==> config.mk <==
export PLATFORM = sky130hd
export DESIGN_NAME = pipe_ctrl
export DESIGN_NICKNAME = d
export VERILOG_FILES = /design/src/rtl/pipe_ctrl_pkg.sv /design/src/rtl/pipe_hazard_det.sv /design/src/rtl/pipe_ctrl.sv
export SDC_FILE = /design/constraint.sdc
export NUM_CORES = 1
export LEC_CHECK = 0
export CORE_UTILIZATION = 42
export DETAILED_ROUTE_END_ITERATION = 6
export PLACE_DENSITY_LB_ADDON = 0.05
export SLEW_MARGIN = 20
export SYNTH_ARGS = -nofsm -noshare
export SYNTH_HDL_FRONTEND = slang
export SYNTH_HIERARCHICAL = 1
export SYNTH_SLANG_ARGS = --single-unit
==> constraint.sdc <==
create_clock -name clk -period 2.9 [get_ports clk]
set_clock_uncertainty 0.15 [all_clocks]
set_input_delay 0.29 -clock clk [delete_from_list [all_inputs] [get_ports clk]]
set_output_delay 0.29 -clock clk [all_outputs]
set_load 0.01 [all_outputs]
==> src/rtl/pipe_ctrl_pkg.sv <==
// ============================================================================
//  Module      : pipe_ctrl_pkg
//  Description : Shared types and constants for the pipeline sequencer:
//                state encodings, register-index width and per-stage
//                enable/flush bundles.
//  Revision    : 1.0 - initial release
// ============================================================================
`default_nettype none

package pipe_ctrl_pkg;

    // Architectural register index width (32 GPRs)
    localparam int REG_IDX_WIDTH = 5;

    // Sequencer state encoding; also driven out on ctrl_state for debug
    localparam int PIPE_ST_WIDTH = 2;

    typedef enum logic [PIPE_ST_WIDTH-1:0] {
        PIPE_ST_RUN      = 2'd0,
        PIPE_ST_MEM_WAIT = 2'd1,
        PIPE_ST_TRAP     = 2'd2
    } pipe_st_e;

    // Write enables for the PC and the four pipeline registers
    typedef struct packed {
        logic pc;
        logic if_id;
        logic id_ex;
        logic ex_mem;
        logic mem_wb;
    } pipe_wen_t;

    // Bubble-load requests for the four pipeline registers
    typedef struct packed {
        logic if_id;
        logic id_ex;
        logic ex_mem;
        logic mem_wb;
    } pipe_flush_t;

    // True when a source operand is read and names the given destination
    function automatic logic src_hits_rd(
        input logic [REG_IDX_WIDTH-1:0] src_idx,
        input logic                     src_ren,
        input logic [REG_IDX_WIDTH-1:0] rd_idx
    );
        return src_ren && (src_idx == rd_idx);
    endfunction

endpackage

`default_nettype wire

==> src/rtl/pipe_hazard_det.sv <==
// ============================================================================
//  Module      : pipe_hazard_det
//  Description : Combinational load-use hazard detector. Flags when the
//                instruction in EX is a load writing a non-zero rd that the
//                instruction in ID reads through rs1 or rs2.
//  Revision    : 1.0 - initial release
// ============================================================================
`default_nettype none

module pipe_hazard_det
    import pipe_ctrl_pkg::*;
(
    input  logic [REG_IDX_WIDTH-1:0] id_rs1_idx,
    input  logic                     id_rs1_ren,
    input  logic [REG_IDX_WIDTH-1:0] id_rs2_idx,
    input  logic                     id_rs2_ren,
    input  logic [REG_IDX_WIDTH-1:0] id_ex_rd_idx,
    input  logic                     id_ex_rd_en,
    input  logic                     id_ex_is_load,
    output logic                     lu_hazard
);

    logic w_load_writes_rd;
    logic w_src_hit;

    // x0 is hard-wired to zero, so a load targeting it never creates a hazard
    assign w_load_writes_rd = id_ex_is_load && id_ex_rd_en && (id_ex_rd_idx != '0);

    // Either enabled source operand matching the load destination
    assign w_src_hit = src_hits_rd(id_rs1_idx, id_rs1_ren, id_ex_rd_idx)
                    || src_hits_rd(id_rs2_idx, id_rs2_ren, id_ex_rd_idx);

    assign lu_hazard = w_load_writes_rd && w_src_hit;

endmodule

`default_nettype wire

==> src/rtl/pipe_ctrl.sv <==
// ============================================================================
//  Module      : pipe_ctrl
//  Description : Central pipeline sequencer for the 5-stage core. Produces
//                write enables and bubble flushes for the PC and all pipeline
//                registers, resolving traps, multi-cycle data-bus accesses,
//                branch redirects and load-use hazards.
//                Optional feature macro: PIPE_CTRL_PERF_EN adds the
//                stall_cnt / flush_cnt performance counters.
//  Revision    : 1.0 - initial release
// ============================================================================
`default_nettype none

module pipe_ctrl
    import pipe_ctrl_pkg::*;
#(
    parameter int MEM_TO_W    = 8,
    parameter int MEM_TIMEOUT = 200
) (
    input  logic                     clk,
    input  logic                     rst_n,
    input  logic [REG_IDX_WIDTH-1:0] id_rs1_idx,
    input  logic                     id_rs1_ren,
    input  logic [REG_IDX_WIDTH-1:0] id_rs2_idx,
    input  logic                     id_rs2_ren,
    input  logic [REG_IDX_WIDTH-1:0] id_ex_rd_idx,
    input  logic                     id_ex_rd_en,
    input  logic                     id_ex_is_load,
    input  logic                     ex_br_taken,
    input  logic                     mem_req_valid,
    input  logic                     mem_req_ready,
    input  logic                     mem_rsp_valid,
    input  logic                     mem_excp,
    output logic                     pc_wen,
    output logic                     if_id_wen,
    output logic                     id_ex_wen,
    output logic                     ex_mem_wen,
    output logic                     mem_wb_wen,
    output logic                     if_id_flush,
    output logic                     id_ex_flush,
    output logic                     ex_mem_flush,
    output logic                     mem_wb_flush,
    output logic                     trap_redirect,
    output logic                     mem_timeout,
`ifdef PIPE_CTRL_PERF_EN
    output logic [31:0]              stall_cnt,
    output logic [31:0]              flush_cnt,
`endif
    output logic [PIPE_ST_WIDTH-1:0] ctrl_state
);

    // Last counter value before a bus access is declared timed out
    localparam logic [MEM_TO_W-1:0] c_TO_LAST = MEM_TO_W'(MEM_TIMEOUT - 1);

    pipe_st_e              r_state;
    pipe_st_e              w_state_nxt;
    logic [MEM_TO_W-1:0]   r_to_cnt;
    logic [MEM_TO_W-1:0]   w_to_cnt_nxt;
    logic                  r_trap_redirect;
    logic                  r_mem_timeout;
    logic                  w_timeout_fire;
    logic                  w_lu_hazard;
    pipe_wen_t             w_wen;
    pipe_flush_t           w_flush;

    pipe_hazard_det u_hazard (
        .id_rs1_idx    (id_rs1_idx),
        .id_rs1_ren    (id_rs1_ren),
        .id_rs2_idx    (id_rs2_idx),
        .id_rs2_ren    (id_rs2_ren),
        .id_ex_rd_idx  (id_ex_rd_idx),
        .id_ex_rd_en   (id_ex_rd_en),
        .id_ex_is_load (id_ex_is_load),
        .lu_hazard     (w_lu_hazard)
    );

    // Next-state and raw enable/flush decode, highest-priority cause first
    always_comb begin
        w_state_nxt    = r_state;
        w_to_cnt_nxt   = '0;
        w_timeout_fire = 1'b0;
        w_wen          = '{pc: 1'b1, if_id: 1'b1, id_ex: 1'b1, ex_mem: 1'b1, mem_wb: 1'b1};
        w_flush        = '0;

        case (r_state)
            PIPE_ST_RUN: begin
                if (mem_excp) begin
                    // Trapping instruction and everything younger is squashed
                    w_flush     = '1;
                    w_wen.pc    = 1'b0;
                    w_state_nxt = PIPE_ST_TRAP;
                end else if (mem_req_valid && !mem_rsp_valid) begin
                    // Hold everything up to MEM; feed a bubble into WB
                    w_wen.pc       = 1'b0;
                    w_wen.if_id    = 1'b0;
                    w_wen.id_ex    = 1'b0;
                    w_wen.ex_mem   = 1'b0;
                    w_flush.mem_wb = 1'b1;
                    if (mem_req_ready) begin
                        w_state_nxt = PIPE_ST_MEM_WAIT;
                    end
                end else if (ex_br_taken) begin
                    // Redirect wins over load-use: the dependent instruction is squashed anyway
                    w_flush.if_id = 1'b1;
                    w_flush.id_ex = 1'b1;
                end else if (w_lu_hazard) begin
                    // Hold PC/IF-ID, inject one bubble into EX
                    w_wen.pc      = 1'b0;
                    w_wen.if_id   = 1'b0;
                    w_flush.id_ex = 1'b1;
                end
            end

            PIPE_ST_MEM_WAIT: begin
                // Exceptions are not sampled here; the access must finish or time out
                if (mem_rsp_valid) begin
                    w_state_nxt = PIPE_ST_RUN;
                end else if (r_to_cnt == c_TO_LAST) begin
                    w_flush        = '1;
                    w_wen.pc       = 1'b0;
                    w_timeout_fire = 1'b1;
                    w_state_nxt    = PIPE_ST_TRAP;
                end else begin
                    w_wen.pc       = 1'b0;
                    w_wen.if_id    = 1'b0;
                    w_wen.id_ex    = 1'b0;
                    w_wen.ex_mem   = 1'b0;
                    w_flush.mem_wb = 1'b1;
                    w_to_cnt_nxt   = r_to_cnt + 1'b1;
                end
            end

            PIPE_ST_TRAP: begin
                // PC takes the trap vector; squash the wrong-path fetches
                w_flush.if_id = 1'b1;
                w_flush.id_ex = 1'b1;
                w_state_nxt   = PIPE_ST_RUN;
            end

            default: begin
                w_state_nxt = PIPE_ST_RUN;
            end
        endcase
    end

    // State, timeout counter and registered pulses
    always_ff @(posedge clk or negedge rst_n) begin
        if (!rst_n) begin
            r_state         <= PIPE_ST_RUN;
            r_to_cnt        <= '0;
            r_trap_redirect <= 1'b0;
            r_mem_timeout   <= 1'b0;
        end else begin
            r_state         <= w_state_nxt;
            r_to_cnt        <= w_to_cnt_nxt;
            r_trap_redirect <= (w_state_nxt == PIPE_ST_TRAP);
            r_mem_timeout   <= w_timeout_fire;
        end
    end

    // Flush overrides wen on the same register; everything is quiet in reset
    assign pc_wen       = rst_n & w_wen.pc;
    assign if_id_wen    = rst_n & w_wen.if_id  & ~w_flush.if_id;
    assign id_ex_wen    = rst_n & w_wen.id_ex  & ~w_flush.id_ex;
    assign ex_mem_wen   = rst_n & w_wen.ex_mem & ~w_flush.ex_mem;
    assign mem_wb_wen   = rst_n & w_wen.mem_wb & ~w_flush.mem_wb;
    assign if_id_flush  = rst_n & w_flush.if_id;
    assign id_ex_flush  = rst_n & w_flush.id_ex;
    assign ex_mem_flush = rst_n & w_flush.ex_mem;
    assign mem_wb_flush = rst_n & w_flush.mem_wb;

    assign trap_redirect = r_trap_redirect;
    assign mem_timeout   = r_mem_timeout;
    assign ctrl_state    = r_state;

`ifdef PIPE_CTRL_PERF_EN
    logic [31:0] r_stall_cnt;
    logic [31:0] r_flush_cnt;

    // Free-running, wrapping stall and front-end flush counters
    always_ff @(posedge clk or negedge rst_n) begin
        if (!rst_n) begin
            r_stall_cnt <= '0;
            r_flush_cnt <= '0;
        end else begin
            if (!pc_wen) begin
                r_stall_cnt <= r_stall_cnt + 32'd1;
            end
            if (if_id_flush) begin
                r_flush_cnt <= r_flush_cnt + 32'd1;
            end
        end
    end

    assign stall_cnt = r_stall_cnt;
    assign flush_cnt = r_flush_cnt;
`endif

endmodule

`default_nettype wire

==> results of run 1 <==
==> per-layer routing <==
| metal | up-vias | routed length (um) | GRT usage |
|---|---|---|---|
| met2 | 33 | 1100 | 0.394 |
| li1 | 423 | - | - |
| met3 | 0 | 117 | 0.0754 |
| met4 | 0 | 0 | 0.0353 |
| met5 | - | 0 | 0 |
| met1 | 388 | 844 | 0.243 |
==> timing repair <==
item	4_1_cts	5_1_grt
pin swaps	3	4
hold buffers	0	0
endpoints found under the setup margin	3	5
gates resized for setup	15	6
==> flip-flops by register name, indices dropped and copies added (netlist names) <==
name           cells
ctrl_state         2
mem_timeout        1
trap_redirect      1
r_to_cnt           8
==> power groups by stage <==
stage | clock network [mW] | logic, mW | registers, mW
after floorplan | 0 | 0.0423 | 0.177
after global placement | 0 | 0.117 | 0.177
after detailed placement | 0 | 0.119 | 0.177
after CTS | 0.133 | 0.120 | 0.174
after global routing | 0.141 | 0.133 | 0.175
final | 0.130 | 0.123 | 0.175
==> worst min-delay path by stage <==
stage / slack (ps) / cells after the start / endpoint
after floorplan: -160 / 0 / ctrl_state[0]
after global placement: 300 / 1 / r_to_cnt[0]
after detailed placement: 300 / 1 / r_to_cnt[0]
after CTS: 200 / 2 / ctrl_state[0]
after global routing: 210 / 2 / r_to_cnt[2]
final: 210 / 2 / ctrl_state[0]
==> cells in the final DEF (no fill, tap or decap), types with 2 or more instances in the layout <==
master	Yosys	routed
a21oi_1	8	7
buf_2	2	2
buf_4	0	7
clkbuf_4	0	3
clkdlybuf4s50_1	0	34
dfrtp_1	12	11
inv_1	4	4
nand2_1	4	4
nand2b_1	2	2
nand3_1	8	8
nand4_1	2	2
nor2_1	10	10
nor3b_1	2	2
nor4_2	0	2
nor4b_1	2	2
o21ai_0	3	3
or3_1	4	3
xnor2_1	3	3
xor2_1	10	10
==> logic make-up (layout without fill, tap and decap cells) <==
group	Yosys count	after routing	share of synthesized area
simple gates	42	42	0.293
xor+xnor	13	13	0.142
compound gates	18	18	0.140
flops	12	12	0.374
fa+ha+maj	1	1	0.0156
buf+inv	7	53	0.0358
==> layout make-up <==
class,count,area (um^2)
multi-input cells,74,518
inverters,4,15.0
fillers,152,438
repair buffers,45,424
clock buffers,4,36.3
flip-flops and latches,12,302
well taps,25,31.3
==> summary.md, run 1 <==
| Metric | Value |
|---|---|
| Total of max-cap violations | 0 |
| R2R depth | 3 |
| First-pass GRT wire length | 3160 um |
| Initial antenna violation count | 0 |
| DRT iter0 DRCs | 11 |
| Crit path capture | ex_mem_flush |
| Startpoint Class | flop |
| Outcome | completed |
| Ys async rst share | 1.00 |
| Pwr dens | 322 mW/mm^2 |
| Core Util, Final | 0.752 |
| Syn_nets | 120 |
| Synth Instances | 93 |
| Slowest cell on crit path | or4b_1 |
| CP max FO | 6 |
| Post-DP HPWL | 1570 um |
| Die width | 45.7 um |
| Routed wire length | 2060 um |
| CTS tree | yes |
| Critical path endpoint category | output port |
| Slew @ Worst Pin | 487 ps |
| Fmax | 0.352 GHz |
| Synth area leader | dfrtp_1 |
| Port Buf Inserts | 38 |
| Post-Syn Area per Cell | 8.64 um^2 |
| Hold Fails Final Rpt | 0 |
| CTS max path bufs | 2 |
| Buffers & Inverters on Critical Path | 1 |
| Post-Layout Cell Count | 164 |
| Final Critical Period | 2840 ps |
| Slew HR | 0.673 |
| Vias per cell | 5.15 |
| Number of global-route vias before repair | 753 |
| Clock sinks | 12 |
| Synth top area share | 0.374 |
| Internal power | 319 uW |
| Number of synthesized flops with an enable pin | 0 |
| Synthesized area | 803 um^2 |
| Crit Path Category | reg2out |
| Layout area overhead | 65.1% |
| Root Buffer | clkbuf_4 |
| Placed cell areas | 0.00125 mm^2 |
| Sequential element share of the synthesized area | 0.374 |
| CTS buffer count | 3 |
| Synthesized flop and latch total | 12 |
| Arr. time, crit path | 2400 ps |
| Initial DRT Pass Iterations | 4 |
| Reg2reg end | ctrl_state[0] |
| CORE AREA | 0.00176 mm^2 |
| Post-route DRC | 0 |
| Post-synth top flop | dfrtp_1 |
| Reg power frac | 0.409 |
| Largest stage delay on the critical path | 570 ps |
| I/O pins | 39 |
| # diodes | 0 |
| Tot Pwr | 427 uW |
| Gr ovfl total | 0 |
| Net Sw Frac | 0.252 |
| Via count | 844 |
| Placed insts | 160 |
| Crit path from | r_to_cnt[3] |
| GRT Util Overall | 0.216 |
| CP cell instances | or4b_1 -> or3_4 -> a21oi_1 -> clkdlybuf4s50_1 |
| Die area | 0.00209 mm^2 |
| Layout Nets | 167 |
| Synth top area cells | dfrtp_1 37%, xor2_1 11%, a21oi_1 5.0% |
| Tcrit/Tclk final | 0.981 |
| Final setup viols | 0 |
| Post-synth cell types | 30 |
| Critical path's top delay family | simple AND/OR/NAND/NOR gates |
| Hold Slack | 205 ps |
| WP depth | 4 |
| Worst-path clk slew | 70 ps |
| Combinational group share of total power | 0.287 |
| Yosys Warn Count | 6 |
| Row count | 15 |
| Internal reg-to-reg setup slack | 910 ps |
| Pre-CTS WS | -327 ps |
| Clk_lat worst skew | 270 ps |
| Gp weighted congestion | 0.882 |
| Slew Viols, Final | 0 |
| Most frequent cell after synthesis | dfrtp_1 |
| H-tree depth | 1 |
| R2r startpoint | r_to_cnt[3] |
| HP Class | in2async |
| Clock share of power | 0.304 |
| Setup ws final | 56.5 ps |
| Die Ht | 45.7 um |
| Initial Util | 0.455 |
| Layout cells sized above 1 | 0.165 |
| Post-synth top cells | 12 x dfrtp_1, 10 x nor2_1, 10 x xor2_1, 8 x a21oi_1, 8 x nand3_1 |
| Leak pwr | 0.548 nW |
| Detail Route Antenna Nets | 0 |
| WP data required | 2460 ps |
| Setup Fix Bufs, Post-CTS | 0 |
| Setup TNS | 0 ps |
| Max VDD drop | 0.375 mV |
| P_sw | 108 uW |
| Largest net degree at the start of global routing | 14 |
| Final instance area | 0.00133 mm^2 |
| WL/cell | 12.6 um |
No activity file was read; power rests on OpenSTA's default activity.
==> run 2: changes to the inputs <==
ABC_AREA = 1   (was unset)
CORE_UTILIZATION = 35   (was 42)
GPL_ROUTABILITY_DRIVEN = 0   (was unset)
==> summary.md, run 2 <==
| Metric | Value |
|---|---|
| Pwr dens | 313 mW/mm^2 (-2.7%) |
| Max reg flops | 8 (unchanged) |
| P_sw | 122 uW (+13%) |
| WL/cell | 9.75 um (-22%) |
| Post-route DRC | 0 (unchanged) |
| Layout fillers | 264 (+74%) |
| Internal power | 321 uW (+0.42%) |
| CTS tree | yes |
| Slowest cell on crit path | clkdlybuf4s50_1 |
| Tot Pwr | 442 uW (+3.6%) |
| CORE AREA | 0.00252 mm^2 (+43%) |
| CTS max path bufs | 2 (unchanged) |
| HP Class | reg2reg |
| Initial Util | 0.374 (-0.0813) |
| Synthesized area | 943 um^2 (+17%) |
| Routed wire length | 2160 um (+5.1%) |
| Setup TNS | 0 ps (unchanged) |
| Reg power frac | 0.390 (-0.019) |
| Commonest non-fill, non-tap cell in the layout | nand2_1 |
| Most frequent cells in the layout | 47 x nand2_1, 35 x clkdlybuf4s50_1, 25 x inv_1, 19 x nor2_1, 12 x dfrtp_1 |
| Layout Nets | 220 (+32%) |
| Synth area leader | dfrtp_1 |
| Highest routed layer | met4 |
| Post-synth top cells | 47 x nand2_1, 25 x inv_1, 19 x nor2_1, 12 x dfrtp_1 |
| Syn_nets | 176 (+47%) |
| Yosys Warn Count | 6 (unchanged) |
| H-tree depth | 1 (unchanged) |
| Vias per cell | 4.64 (-9.9%) |
| Sequential element share of the synthesized area | 0.318 (-0.0555) |
| DR WL met3 | 112 um (-4.3%) |
| Post-Syn Area per Cell | 6.33 um^2 (-27%) |
| Synth top area share | 0.318 (-0.0555) |
| First-pass GRT wire length | 3570 um (+13%) |
| Largest net degree at the start of global routing | 13 (-1) |
| Ys async rst share | 1.00 (unchanged) |
| Layout cells sized above 1 | 0.104 (-0.0613) |
| Post-synth cell types | 23 (-23%) |
| Final Critical Period | 2700 ps (-140 ps) |
| Leak pwr | 0.754 nW (+38%) |
| Die area | 0.00291 mm^2 (+39%) |
| Slew HR | 0.727 (+0.0537) |
| Root Buffer | clkbuf_4 |
| Total of max-cap violations | 0 (unchanged) |
| Synth Instances | 149 (+60%) |
| Number of global-route vias before repair | 885 (+18%) |
| Clock share of power | 0.304 (about the same) |
| Post-DP HPWL | 1840 um (+17%) |
| Buffers & Inverters on Critical Path | 4 (+3) |
| Biggest register | r_to_cnt |
| Initial DRT Pass Iterations | 3 (-1) |
| Post-CTS Hold Fix Bufs | 0 (unchanged) |
| Final setup viols | 0 (unchanged) |
| Post-synth top flop | dfrtp_1 |
| Port Buf Inserts | 38 (unchanged) |
| Met1 WL | 962 um (+14%) |
| Clk_lat worst skew | 280 ps (about the same) |
| Number of synthesized flops with an enable pin | 0 (unchanged) |
| Slew @ Worst Pin | 409 ps (-78.7 ps) |
| Die width | 53.9 um (+18%) |
| I/O pins | 39 (unchanged) |
| Layout area overhead | 49.7% |
| Largest stage delay on the critical path | 510 ps (-60 ps) |
| Synth top area cells | dfrtp_1 32%, nand2_1 19%, inv_1 9.9% |
| Setup Fix Bufs, Post-CTS | 0 (unchanged) |
| Tcrit/Tclk final | 0.932 (-0.0484) |
| Placed cell areas | 0.00137 mm^2 (+9.2%) |
| Die Ht | 53.9 um (+18%) |
| Initial antenna violation count | 0 (unchanged) |
| Startpoint Class | input pin |
| Most frequent cell after synthesis | nand2_1 |
| Met2 Wirelength | 1080 um (-2.0%) |
| Clock sinks | 12 (unchanged) |
| Gr ovfl total | 0 (unchanged) |
| Placed insts | 218 (+36%) |
| Outcome | completed |
| Max VDD drop | 0.226 mV (-40%) |
| Fmax | 0.370 GHz (+5.2%) |
| Slew Viols, Final | 0 (unchanged) |
| Row count | 18 (+3) |
| Net Sw Frac | 0.275 (+0.0231) |
| Hold Fails Final Rpt | 0 (unchanged) |
| DRT iter0 DRCs | 11 (unchanged) |
| Worst-path clk slew | 70 ps (about the same) |
| Arr. time, crit path | 2260 ps (-140 ps) |
| GRT Util Overall | 0.171 (-0.0444) |
| CP max FO | 3 (-3) |
| # diodes | 0 (unchanged) |
| Synthesized flop and latch total | 12 (unchanged) |
| Resized Gates After CTS | 0 (-15) |
| Combinational group share of total power | 0.306 (+0.019) |
| CP cell instances | clkdlybuf4s50_1 -> inv_2 -> nand2_1 -> nand2_1 -> nor2_1 -> nand3_1 -> a21oi_1 -> inv_1 -> o21ai_1 -> nand3_1 -> nand3_2 -> nor2_1 -> clkdlybuf4s50_1 |
| RSZ-0062 raised after global routing | false |
| WP data required | 2460 ps (about the same) |
| Crit Path Category | in2out |
| Via count | 1029 (+22%) |
| Detail Route Antenna Nets | 0 (unchanged) |
| Critical path's top delay family | buffers and inverters |
| Final instance area | 0.00141 mm^2 (+6.5%) |
| CTS buffer count | 3 (unchanged) |
| Critical path endpoint category | output port |
| Post-Layout Cell Count | 222 (+35%) |
run 2: kinds of logic (layout without fill, tap and decap cells):
| logic type | count (synthesis) | in the layout | synth area share |
|---|---|---|---|
| compound gates | 12 | 12 | 0.0663 |
| xor+xnor | 2 | 2 | 0.0186 |
| fa+ha+maj | 1 | 1 | 0.0133 |
| buf+inv | 28 | 71 | 0.111 |
| flops | 12 | 12 | 0.318 |
| simple gates | 94 | 94 | 0.472 |
run 2: worst paths after layout:
kind	from	to	slack (ps)	cells past startpoint
worst min register to register	r_to_cnt[0]	r_to_cnt[0]	310	1
min in group asynchronous	rst_n	ctrl_state[1]	360	2
worst min-delay path	r_to_cnt[0]	r_to_cnt[0]	310	1
worst max-delay path	id_ex_rd_idx[3]	if_id_wen	200	13
worst max register to register	r_to_cnt[0]	r_to_cnt[6]	1530	6
max in group asynchronous	rst_n	r_to_cnt[2]	2080	2
run 2: power by group through the flow:
| stage | Combinational, mW | Clock, mW | Sequential, mW |
|---|---|---|---|
| 2_1_floorplan | 0.0545 | 0 | 0.177 |
| 3_3_place_gp | 0.135 | 0 | 0.176 |
| 3_5_place_dp | 0.136 | 0 | 0.176 |
| 4_1_cts | 0.137 | 0.140 | 0.173 |
| 5_1_grt | 0.149 | 0.146 | 0.173 |
| 6_report | 0.135 | 0.134 | 0.173 |
run 2: layout make-up:
type | count | area [um^2] | area share
repair buffers | 39 | 395 | 0.280
multi-input cells | 109 | 538 | 0.381
well taps | 30 | 37.5 | 0.0266
flip-flops and latches | 12 | 300 | 0.213
clock buffers | 4 | 36.3 | 0.0257
inverters | 28 | 105 | 0.0744
run 2: per-stage QoR:
stage	utilization	worst slack, ps	hold WS (ps)
2_1_floorplan	-	1270	-156
3_3_place_gp	0.543	136	294
3_5_place_dp	0.543	100	303
4_1_cts	0.557	89.1	313
5_1_grt	0.560	45.8	340
6_report	0.560	197	313
run 2: metal layers:
metal  up-vias  GRT usage
li1        545          -
met1       453      0.184
met2        28      0.327
met3         3     0.0537
met4         0     0.0263
met5         -          0
